==> src/rtl/kb_event_decoder.sv <==
// PS/2 scan-byte decoder: E0/F0 prefix FSM feeding a first-word-fall-through event FIFO.
// Optional repeat suppression of held keys is built when KB_TYPEMATIC_FILTER_EN is defined.
module kb_event_decoder #(
  parameter int W_SIZE = 2,
  parameter int MODE   = 2
) (
  input  logic       clk,
  input  logic       reset,
  input  logic       scan_valid,
  input  logic [7:0] scan_byte,
  input  logic       rd_event,
  output logic [7:0] event_code,
  output logic       event_brk,
  output logic       event_ext,
  output logic       buf_empty,
  output logic       buf_full,
  output logic       overflow,
  input  logic       clr_overflow
);

  localparam int DEPTH = 1 << W_SIZE;
  localparam logic [W_SIZE:0] PTR_ONE = {{W_SIZE{1'b0}}, 1'b1};

  typedef enum logic [1:0] {IDLE, EXT, BRK, EXT_BRK} state_t;

  state_t state, state_nxt;
  logic   is_e0, is_f0;
  logic   dec_vld, dec_brk, dec_ext;
  logic   mode_ok, suppress, wr_req, wr_en, rd_en, drop;

  logic [9:0]      mem [DEPTH];
  logic [W_SIZE:0] wr_ptr, rd_ptr;

  assign is_e0 = (scan_byte == 8'hE0);
  assign is_f0 = (scan_byte == 8'hF0);

  always_ff @(posedge clk) begin
    if (reset) state <= IDLE;
    else       state <= state_nxt;
  end

  always_comb begin
    state_nxt = state;
    if (scan_valid) begin
      case (state)
        IDLE:    state_nxt = is_e0 ? EXT : (is_f0 ? BRK : IDLE);
        EXT:     state_nxt = is_f0 ? EXT_BRK : (is_e0 ? EXT : IDLE);
        default: state_nxt = IDLE;  // break states end on any byte; E0/F0 there is a protocol error
      endcase
    end
  end

  always_comb begin
    dec_vld = scan_valid && !is_e0 && !is_f0;
    dec_brk = (state == BRK) || (state == EXT_BRK);
    dec_ext = (state == EXT) || (state == EXT_BRK);
  end

  always_comb begin
    mode_ok = (MODE == 2) || ((MODE == 0) && !dec_brk) || ((MODE == 1) && dec_brk);
  end

`ifdef KB_TYPEMATIC_FILTER_EN
  logic [8:0] held;
  logic       held_vld;
  logic       held_match;

  assign held_match = held_vld && (held == {dec_ext, scan_byte});
  assign suppress   = dec_vld && !dec_brk && held_match;

  always_ff @(posedge clk) begin
    if (reset) begin
      held_vld <= 1'b0;
    end else if (dec_vld) begin
      if (dec_brk && held_match)        held_vld <= 1'b0;
      else if (!dec_brk && !held_match) held_vld <= 1'b1;
    end
  end

  always_ff @(posedge clk) begin
    if (dec_vld && !dec_brk && !held_match) held <= {dec_ext, scan_byte};
  end
`else
  assign suppress = 1'b0;
`endif

  // FIFO: extra pointer MSB distinguishes full from empty when the indices coincide
  assign buf_empty = (wr_ptr == rd_ptr);
  assign buf_full  = (wr_ptr[W_SIZE] != rd_ptr[W_SIZE]) &&
                     (wr_ptr[W_SIZE-1:0] == rd_ptr[W_SIZE-1:0]);

  assign wr_req = dec_vld && mode_ok && !suppress && !reset;
  assign rd_en  = rd_event && !buf_empty;
  assign wr_en  = wr_req && (!buf_full || rd_event);
  assign drop   = wr_req && buf_full && !rd_event;

  always_ff @(posedge clk) begin
    if (reset) begin
      wr_ptr   <= '0;
      rd_ptr   <= '0;
      overflow <= 1'b0;
    end else begin
      if (wr_en) wr_ptr <= wr_ptr + PTR_ONE;
      if (rd_en) rd_ptr <= rd_ptr + PTR_ONE;
      if (drop)              overflow <= 1'b1;
      else if (clr_overflow) overflow <= 1'b0;
    end
  end

  always_ff @(posedge clk) begin
    if (wr_en) mem[wr_ptr[W_SIZE-1:0]] <= {dec_brk, dec_ext, scan_byte};
  end

  assign {event_brk, event_ext, event_code} = mem[rd_ptr[W_SIZE-1:0]];

endmodule

==> config.mk <==
export PLATFORM = sky130hd
export DESIGN_NAME = kb_event_decoder
export DESIGN_NICKNAME = d
export VERILOG_FILES = /design/src/rtl/kb_event_decoder.sv
export SDC_FILE = /design/constraint.sdc
export NUM_CORES = 1
export LEC_CHECK = 0
export ABC_AREA = 1
export CORE_MARGIN = 5
export CORE_UTILIZATION = 35
export DETAILED_ROUTE_END_ITERATION = 16
export PLACE_DENSITY = 0.51
export SYNTH_ARGS = -nofsm -noshare
export SYNTH_HDL_FRONTEND = slang
export SYNTH_SLANG_ARGS = --single-unit
==> constraint.sdc <==
create_clock -name clk -period 2.41 [get_ports clk]
set_clock_uncertainty 0.1 [all_clocks]
set_input_delay 0.482 -clock clk [delete_from_list [all_inputs] [get_ports clk]]
set_output_delay 0.482 -clock clk [all_outputs]
set_load 0.005 [all_outputs]
Word-level counts from Yosys, hierarchy flattened --
Memory sizes are Yosys's and may differ from the RTL's. A register that Yosys moved wholly into a read port is not among the register bits. Cells that the tools add are included.
Word-level totals: logic and storage cells 45, memories kept 1, register bits after elaboration 9, bits in writable memories 40, output and inout port bits 13, input port bits 13
Operators by class: add/sub/neg operators 2, equal/unequal tests 8, muxes and demuxes 11, reductions and logical operators 19
Memory list:
- mem | depth 4, width 10, read ports 1, clocked after Yosys merged registers in 1, wr ports 1, RTL line 31 | logic [9:0] mem [DEPTH];
Operators with widths (count):
- 8-bit equality test (second input constant) | 2
- 2-bit two-way mux | 5
- 1-bit logical AND | 8
- 3-bit by 1-bit adder with 3-bit output (second input constant) | 2
- 1-bit logical NOT | 6
- 1-bit two-way mux | 5
- 2-bit equality test (second input constant) | 2
- 2-bit one-hot mux with 2 select lines | 1
- 3-bit equality test | 1
- 1-bit logical OR | 3
- 2-bit by 1-bit equality test with 1-bit output (second input constant) | 1
- 2-bit equality test | 1
- 2-bit logical NOT | 1
- 2-bit nonzero test | 1
- 1-bit inequality test | 1

Depth between registers and ports, before layout --
Gate-level depths: netlist of the first run.
depth in word-level cells 8, depth in mapped cells 9, mapped depth without buffers 9

Worst setup path after synthesis of the first run --
OpenSTA, ideal clock, no wires.
path kind in2reg, from input port scan_byte[6], to memory mem[0][0], enable pin, slack 0.560 ns, data required time 1.934 ns, buffers on the path 0, library setup time 0.376 ns, cell stages on the path 5, arrival 1.374 ns, cell sequence nand2_1 -> nor2_1 -> o21ai_2 -> nand3_2 -> nor2_1
On the way: longest elaborated chain between the ends 8, elaborated cells on any way between the ends 10, those cells by class eq/ne: 2; mux: 2; reduce/logical: 6
RTL lines:
- start: declaration | RTL line 10 | input logic [7:0] scan_byte,
- 8-bit equality test | RTL line 34 | assign is_e0 = (scan_byte == 8'hE0);
- 1-bit logical NOT | RTL line 54 | dec_vld = scan_valid && !is_e0 && !is_f0;
- 1-bit logical AND | RTL line 54
- 1-bit logical AND (*) | RTL line 54
- 1-bit logical AND (*) | RTL line 92 | assign wr_req = dec_vld && mode_ok && !suppress && !reset;
- 1-bit logical AND (*) | RTL line 94 | assign wr_en = wr_req && (!buf_full || rd_event);
- 1-bit two-way mux (*) | RTL line 111 | if (wr_en) mem[wr_ptr[W_SIZE-1:0]] <= {dec_brk, dec_ext, scan_byte};
- 1-bit two-way mux (not written as such) (*) | RTL line 111
- end: declaration | RTL line 31
Every way passes the cells marked *; elsewhere a longest branch is shown, timed or not.

Final worst setup path of the first run --
from register wr_ptr[1], to output port buf_empty
On the way: longest elaborated chain between the ends 1
RTL lines:
- start: declaration | RTL line 32 | logic [W_SIZE:0] wr_ptr, rd_ptr;
- start signal: assignment | RTL line 103 | if (wr_en) wr_ptr <= wr_ptr + PTR_ONE;
- 3-bit equality test | RTL line 88 | assign buf_empty = (wr_ptr == rd_ptr);
- end: declaration | RTL line 15 | output logic buf_empty,
Every way passes these cells.

==> reports/metrics.csv, run 1 <==
metric,value,unit
finalPower,0.00173,W
final_nets,257,
cp-end-kind,output port,
grt_max_degree,21,
worst_slew_pin_slew,244,ps
synth-adder-area-share,2.86,%
min_from,overflow$_SDFFE_PP0P_,
rsz0062_at_grt,no,
drc_errors,0,
setup_viol,0,
synth_seq_area_share,65.0,%
clk_latency,290,ps
yosysTopAreaCell,edfxtp_1,
die_height,89.0,um
r2r_end,mem[0][5]$_DFFE_PP_,
routedWlPerCell,13.1,um
rr_startpoint,wr_ptr[0]$_SDFFE_PP0N_,
io_buffers,25,
path_max_fanout,5,
grt_pass1_vias,1396,
hold_violations,0,
grt_busiest_layer,met2,
outcome,"finished, final reports clean",
slew_headroom,83.7,%
n_antenna_cell,0,
reg2reg_setup_slack,710,ps
arrival,1660,ps
yosys_warnings,0,
cts_made_buffers,5,
timing.final.crit_period,2240,ps
synth_top_area_share,55.0,%
die_area,7930,um2
synth-simple-area-share,14.5,%
h-tree-depth,2,
core.rowCount,28,
synth_xor_area_share,1.14,%
antenna_left,0,
coreArea,5990,um2
hp-class,reg -> reg,
grt_pass1_wl,6.67,mm
drt-total-wl,4.12,mm
fp.dieW,89.0,um
use_met2,19.0,%
viasPerCell,4.58,
period_share,93.1,%
cp-endpoint,buf_empty,
gr-total-overflow,0,
pwr_density_cell,644,nW/um2
drt-pass1-iter-count,4,
synth_top_family_by_area,simple AND/OR/NAND/NOR gates,
vias,1443,
use_met1,14.4,%
netlist_area,2190,um2
r2r_cells,7,
worstPathRequired,1830,ps
globalRouteTotalUtil,11.3,%
ys_top_cells_by_area,"edfxtp_1 55%, dfxtp_1 10%, nor2_1 5.7%",
fillCellCount,568,
clk_pin_slew,90,ps
synth_compound_area_share,10.8,%
ios,26,
drtIter0Drc,63,
synth-seq-cells,51,
routabilityCongestion,0.732,
crit_type,reg -> out,
drv_slew,0,
worstSetupStartpointType,flop,
clock-root-buffer,clkbuf_8,
crit_start,wr_ptr[1]$_SDFFE_PP0N_,
antenna_found_initial,0,
post-dp-hpwl,2.91,mm
peakVddDrop,279,uV
yosysUniqueCellTypes,23,
muxShareOfSynthArea,0,%
ctsLongestPathBuffers,2,
cts_tree,done,
drive_above_1_share,15.8,%
syn2layout_area_growth,22.7,%
start_util,36.5,%
syn_area_per_cell,10.8,um2
synth.net_count,221,
synth_cells,203,
tns,0,ps
grtUsageMet3,2.86,%
fmax,446,MHz
clock-sinks,51,
cap_viol_max_count,0,
p_leak,1.03,nW
[synth_stat cells, drive strengths merged]
library cell and instances:
a21oi 6, clkbuf 7, dfxtp 11, edfxtp 40, ha 5, inv 26, nand2 25, nand3 7
nand4 1, nor2 38, o211a 1, o21a 1, o21ai 23, o22ai 10, xnor2 1, xor2 1
[timing repair]
| action | in CTS | in global routing |
|---|---|---|
| hold buffers | 0 | 0 |
| cloned | 0 | 0 |
| gates resized for setup | 1 | 3 |
| setup endpoints to repair | 10 | 10 |
| setup buffers | 0 | 0 |
[critical path, cell delays in order, from the launching register on]
cell and delay [ps]:
dfxtp_1 460, xnor2_2 180, nand3_2 160, inv_1 80, clkdlybuf4s50_1 490
[stage by stage]
stage	setup WS [ps]	hold WS (ps)	utilization (%)	std cells	area, um2
3_3_place_gp	156	366	43.2	307	2590
4_1_cts	13.2	377	44.7	315	2680
6_report	165	371	44.8	315	2680
2_1_floorplan	560	354	-	203	2190
3_5_place_dp	122	361	43.2	307	2590
5_1_grt	29.3	412	44.8	315	2680
[logic make-up after synthesis]
kind of cell,count (synthesis)
and+or+nand+nor,71
DFF,51
AOI/OAI and AO/OA,41
buffers and inverters,33
adders and majority gates,5
xor gates and xnor gates,2
[cell usage in the layout, fill, tap and decap left out]
cell type,count
edfxtp_1,40
nor2_1,33
clkdlybuf4s50_1,25
nand2_1,23
inv_1,22
o21ai_0,20
o22ai_1,10
dfxtp_1,10
buf_4,10
nor2_2,5
a21oi_1,5
ha_1,5
clkbuf_8,5
nand3_1,4
inv_2,3
nand3_2,3
nand2_2,2
o21ai_2,2
inv_4,1
xnor2_2,1
nand4_2,1
o21a_1,1
xor2_1,1
a21oi_2,1
o21ai_1,1
o211a_1,1
dfxtp_2,1
clkinv_4,1
clkinv_1,1
clkinvlp_4,1
buf_6,1
[per-layer routing]
layer | vias to the layer above | part of all wire, %
li1 | 752 | -
met1 | 662 | 47
met2 | 25 | 48
met3 | 4 | 3.9
met4 | 0 | 0.97
met5 | - | 0
[how the worst min path moves through the flow]
stage               cells past startpoint               endpoint
floorplan                               2  overflow$_SDFFE_PP0P_
global placement                        2  overflow$_SDFFE_PP0P_
detailed placement                      2  overflow$_SDFFE_PP0P_
CTS                                     2  overflow$_SDFFE_PP0P_
global route                            2  overflow$_SDFFE_PP0P_
finish                                  2  overflow$_SDFFE_PP0P_
[registers in the layout, indices dropped and copies added (netlist names), named ones only]
register / cells
wr_ptr: 3
state: 2
mem: 40
overflow: 1
rd_ptr: 3
[area by class of cell]
class	count	area, um2	share of cell area, %
clock buffers	5	68.8	2.57
clock inverters	3	20.0	0.746
inverters	26	100	3.73
multi-input cells	119	641	23.9
flip-flops and latches	51	1420	53.0
well taps	75	93.8	3.50
repair buffers	36	337	12.5
[power by group]
group	leakage [nW]	switching (W)	internal, W
combinational	0.530	0.000137	0.000137
clock	0.0418	0.000262	0.000202
sequential	0.459	0.0000169	0.000971
total	1.03	0.000416	0.00131
Note: power is estimated with default switching activity, not from simulation.
==> run 2: changes to the inputs <==
--- a/config.mk
+++ b/config.mk
@@ -6,7 +6,8 @@
 export NUM_CORES = 1
 export LEC_CHECK = 0
 export ABC_AREA = 1
-export CORE_MARGIN = 5
+export CAP_MARGIN = 0
+export CORE_MARGIN = 4
 export CORE_UTILIZATION = 35
 export DETAILED_ROUTE_END_ITERATION = 16
 export PLACE_DENSITY = 0.51
==> run 2 against run 1 <==
Total power is 4.0% higher; wire length up 1.4%; clock power increased by 15%; register-to-register slack better by 50 ps; design area up 0.75%; cell count did not move; utilization increased by 0.33 points; worst setup slack improved by 2.8 ps; critical endpoint unchanged; highest routed layer unchanged.
==> reports/metrics.csv, run 2 (synthesized netlist as in run 1, its figures left out) <==
metric,value,unit,change
outcome,"finished, final reports clean",,
drt-pass1-iter-count,4,,unchanged
ctsResizeCount,1,,unchanged
clock-root-buffer,clkbuf_8,,
drt-total-wl,4.18,mm,+1.4%
arrival,1660,ps,about the same
cp_slowest_stage_delay,490,ps,about the same
coreArea,5990,um2,unchanged
grt_busiest_layer,met2,,
clk_pin_slew,90,ps,about the same
globalRouteTotalUtil,12.2,%,+0.92 points
cts_made_buffers,5,,unchanged
fmax,446,MHz,+0.12%
die_height,87.0,um,-2.2%
worst_slew_pin_slew,251,ps,+6.87 ps
drtIter0Drc,40,,-37%
core.rowCount,28,,unchanged
finalPower,0.00180,W,+4.0%
path_max_fanout,4,,-1
pwr_density_cell,664,nW/um2,+3.2%
crit_type,reg -> out,,
worstSetupStartpointType,flop,,
drive_above_1_share,16.3,%,+0.42 points
antenna_left,0,,unchanged
viasPerCell,4.65,,+1.5%
worstPathRequired,1830,ps,about the same
grt_pass1_vias,1468,,+5.2%
antenna_found_initial,0,,unchanged
die_area,7570,um2,-4.4%
cap_viol_max_count,0,,unchanged
p_leak,1.05,nW,+1.4%
cp-end-kind,output port,,
gr-total-overflow,0,,unchanged
slowest_stage,clkdlybuf4s50_1,,
use_met2,20.6,%,+1.6 points
fin_cells,315,,unchanged
tns,0,ps,unchanged
io_buffers,25,,unchanged
drv_slew,0,,unchanged
h-tree-depth,2,,unchanged
rsz0062_at_grt,no,,
holdPathStages,2,,unchanged
rr_startpoint,wr_ptr[0]$_SDFFE_PP0N_,,
cts_hold_buf,0,,unchanged
routabilityCongestion,0.757,,+3.5%
start_util,36.5,%,unchanged
hold_violations,0,,unchanged
timing.final.crit_period,2240,ps,-2.78 ps
cts_tree,done,,
r2r_end,mem[2][6]$_DFFE_PP_,,
crit_chain,"xnor2_2, nand3_2, inv_1, clkdlybuf4s50_1",,
final_common_cell,edfxtp_1,,
grt_max_degree,21,,unchanged
grt_pass1_wl,6.97,mm,+4.6%
peakVddDrop,292,uV,+4.6%
ios,26,,unchanged
vias,1465,,+1.5%
cts_setup_buffers,0,,unchanged
reg2reg_setup_slack,760,ps,+50 ps
layout_common_cells,"40 x edfxtp_1, 33 x nor2_1, 25 x clkdlybuf4s50_1, 23 x nand2_1, 22 x inv_1",,
n_antenna_cell,0,,unchanged
min_from,overflow$_SDFFE_PP0P_,,
fp.dieW,87.0,um,-2.2%
worstHoldEndpoint,overflow$_SDFFE_PP0P_,,
final_nets,257,,unchanged
clock-sinks,51,,unchanged
largest_register_ffs,40,,unchanged
ctsLongestPathBuffers,2,,unchanged
hp-class,reg -> reg,,
final_cell_area,2700,um2,+0.75%
slew_headroom,83.2,%,-0.52 points
grtUsageMet3,3.22,%,+0.36 points
critPathTopFamily,buffers and inverters,,
cp_num_buf_inv,2,,unchanged
use_met1,14.9,%,+0.54 points
place_area,2590,um2,unchanged
setup_viol,0,,unchanged
syn2layout_area_growth,23.6,%,
place_inst,307,,unchanged
clk_latency,300,ps,about the same
routedWlPerCell,13.3,um,+1.4%
period_share,93.0,%,-0.12 points
drc_errors,0,,unchanged
r2r_cells,7,,unchanged
post-dp-hpwl,2.95,mm,+1.1%
==> run 2: cell count changes in the layout (fill, tap and decap cells not counted), sizes merged <==
cell,previous run,this run
clkbuf,5,6
clkinvlp,1,0
==> run 2: through the flow <==
stage	utilization [%]	worst slack (ps)	hold slack, ps
floorplan	-	560	354
global placement	43.2	171	363
detailed placement	43.2	140	365
CTS	45.0	19.1	386
global route	45.1	20.3	408
finish	45.1	168	377
==> run 2: per-layer routing <==
| layer | part of all wire (%) | vias to the layer above |
|---|---|---|
| met4 | 1.7 | 0 |
| met1 | 45 | 678 |
| met3 | 4.2 | 7 |
| met5 | 0 | - |
| met2 | 49 | 26 |
| li1 | - | 754 |
==> run 2: cell type report <==
type | instances | area [um2]
tap | 75 | 93.8
clock buffer | 6 | 93.8
clock inverter | 2 | 13.8
timing repair buffer | 36 | 340
multi-input combinational | 119 | 641
fill | 574 | 3290
inverter | 26 | 97.6
sequential | 51 | 1420
==> run 2: how the worst max path moves through the flow <==
stage	start	to	slack [ps]	cells past startpoint
2_1_floorplan	scan_byte[6]	mem[0][0]$_DFFE_PP_	560	5
3_3_place_gp	scan_byte[4]	mem[3][7]$_DFFE_PP_	170	8
3_5_place_dp	scan_byte[4]	mem[2][1]$_DFFE_PP_	140	8
4_1_cts	flop	event_code[5]	20	3
5_1_grt	flop	event_code[1]	20	4
6_report	rd_ptr[1]$_SDFFE_PP0P_	buf_empty	170	4
==> run 2: report_power, final <==
part | internal, W | switching [W]
combinational | 0.000136 | 0.000137
sequential | 0.000971 | 0.0000161
clock | 0.000267 | 0.000268
==> run 2: worst min-delay path: stages, from the launching register on <==
cell,delay [ps]
dfxtp_1,320
nand2_1,60
a21oi_1,60
==> run 3: changes to the inputs <==
--- a/config.mk
+++ b/config.mk
@@ -6,7 +6,6 @@
 export NUM_CORES = 1
 export LEC_CHECK = 0
 export ABC_AREA = 1
-export CAP_MARGIN = 0
 export CORE_MARGIN = 4
 export CORE_UTILIZATION = 35
 export DETAILED_ROUTE_END_ITERATION = 16
==> results of run 3 <==
No change in the layout: final DEF, timing and power equal those of run 2.
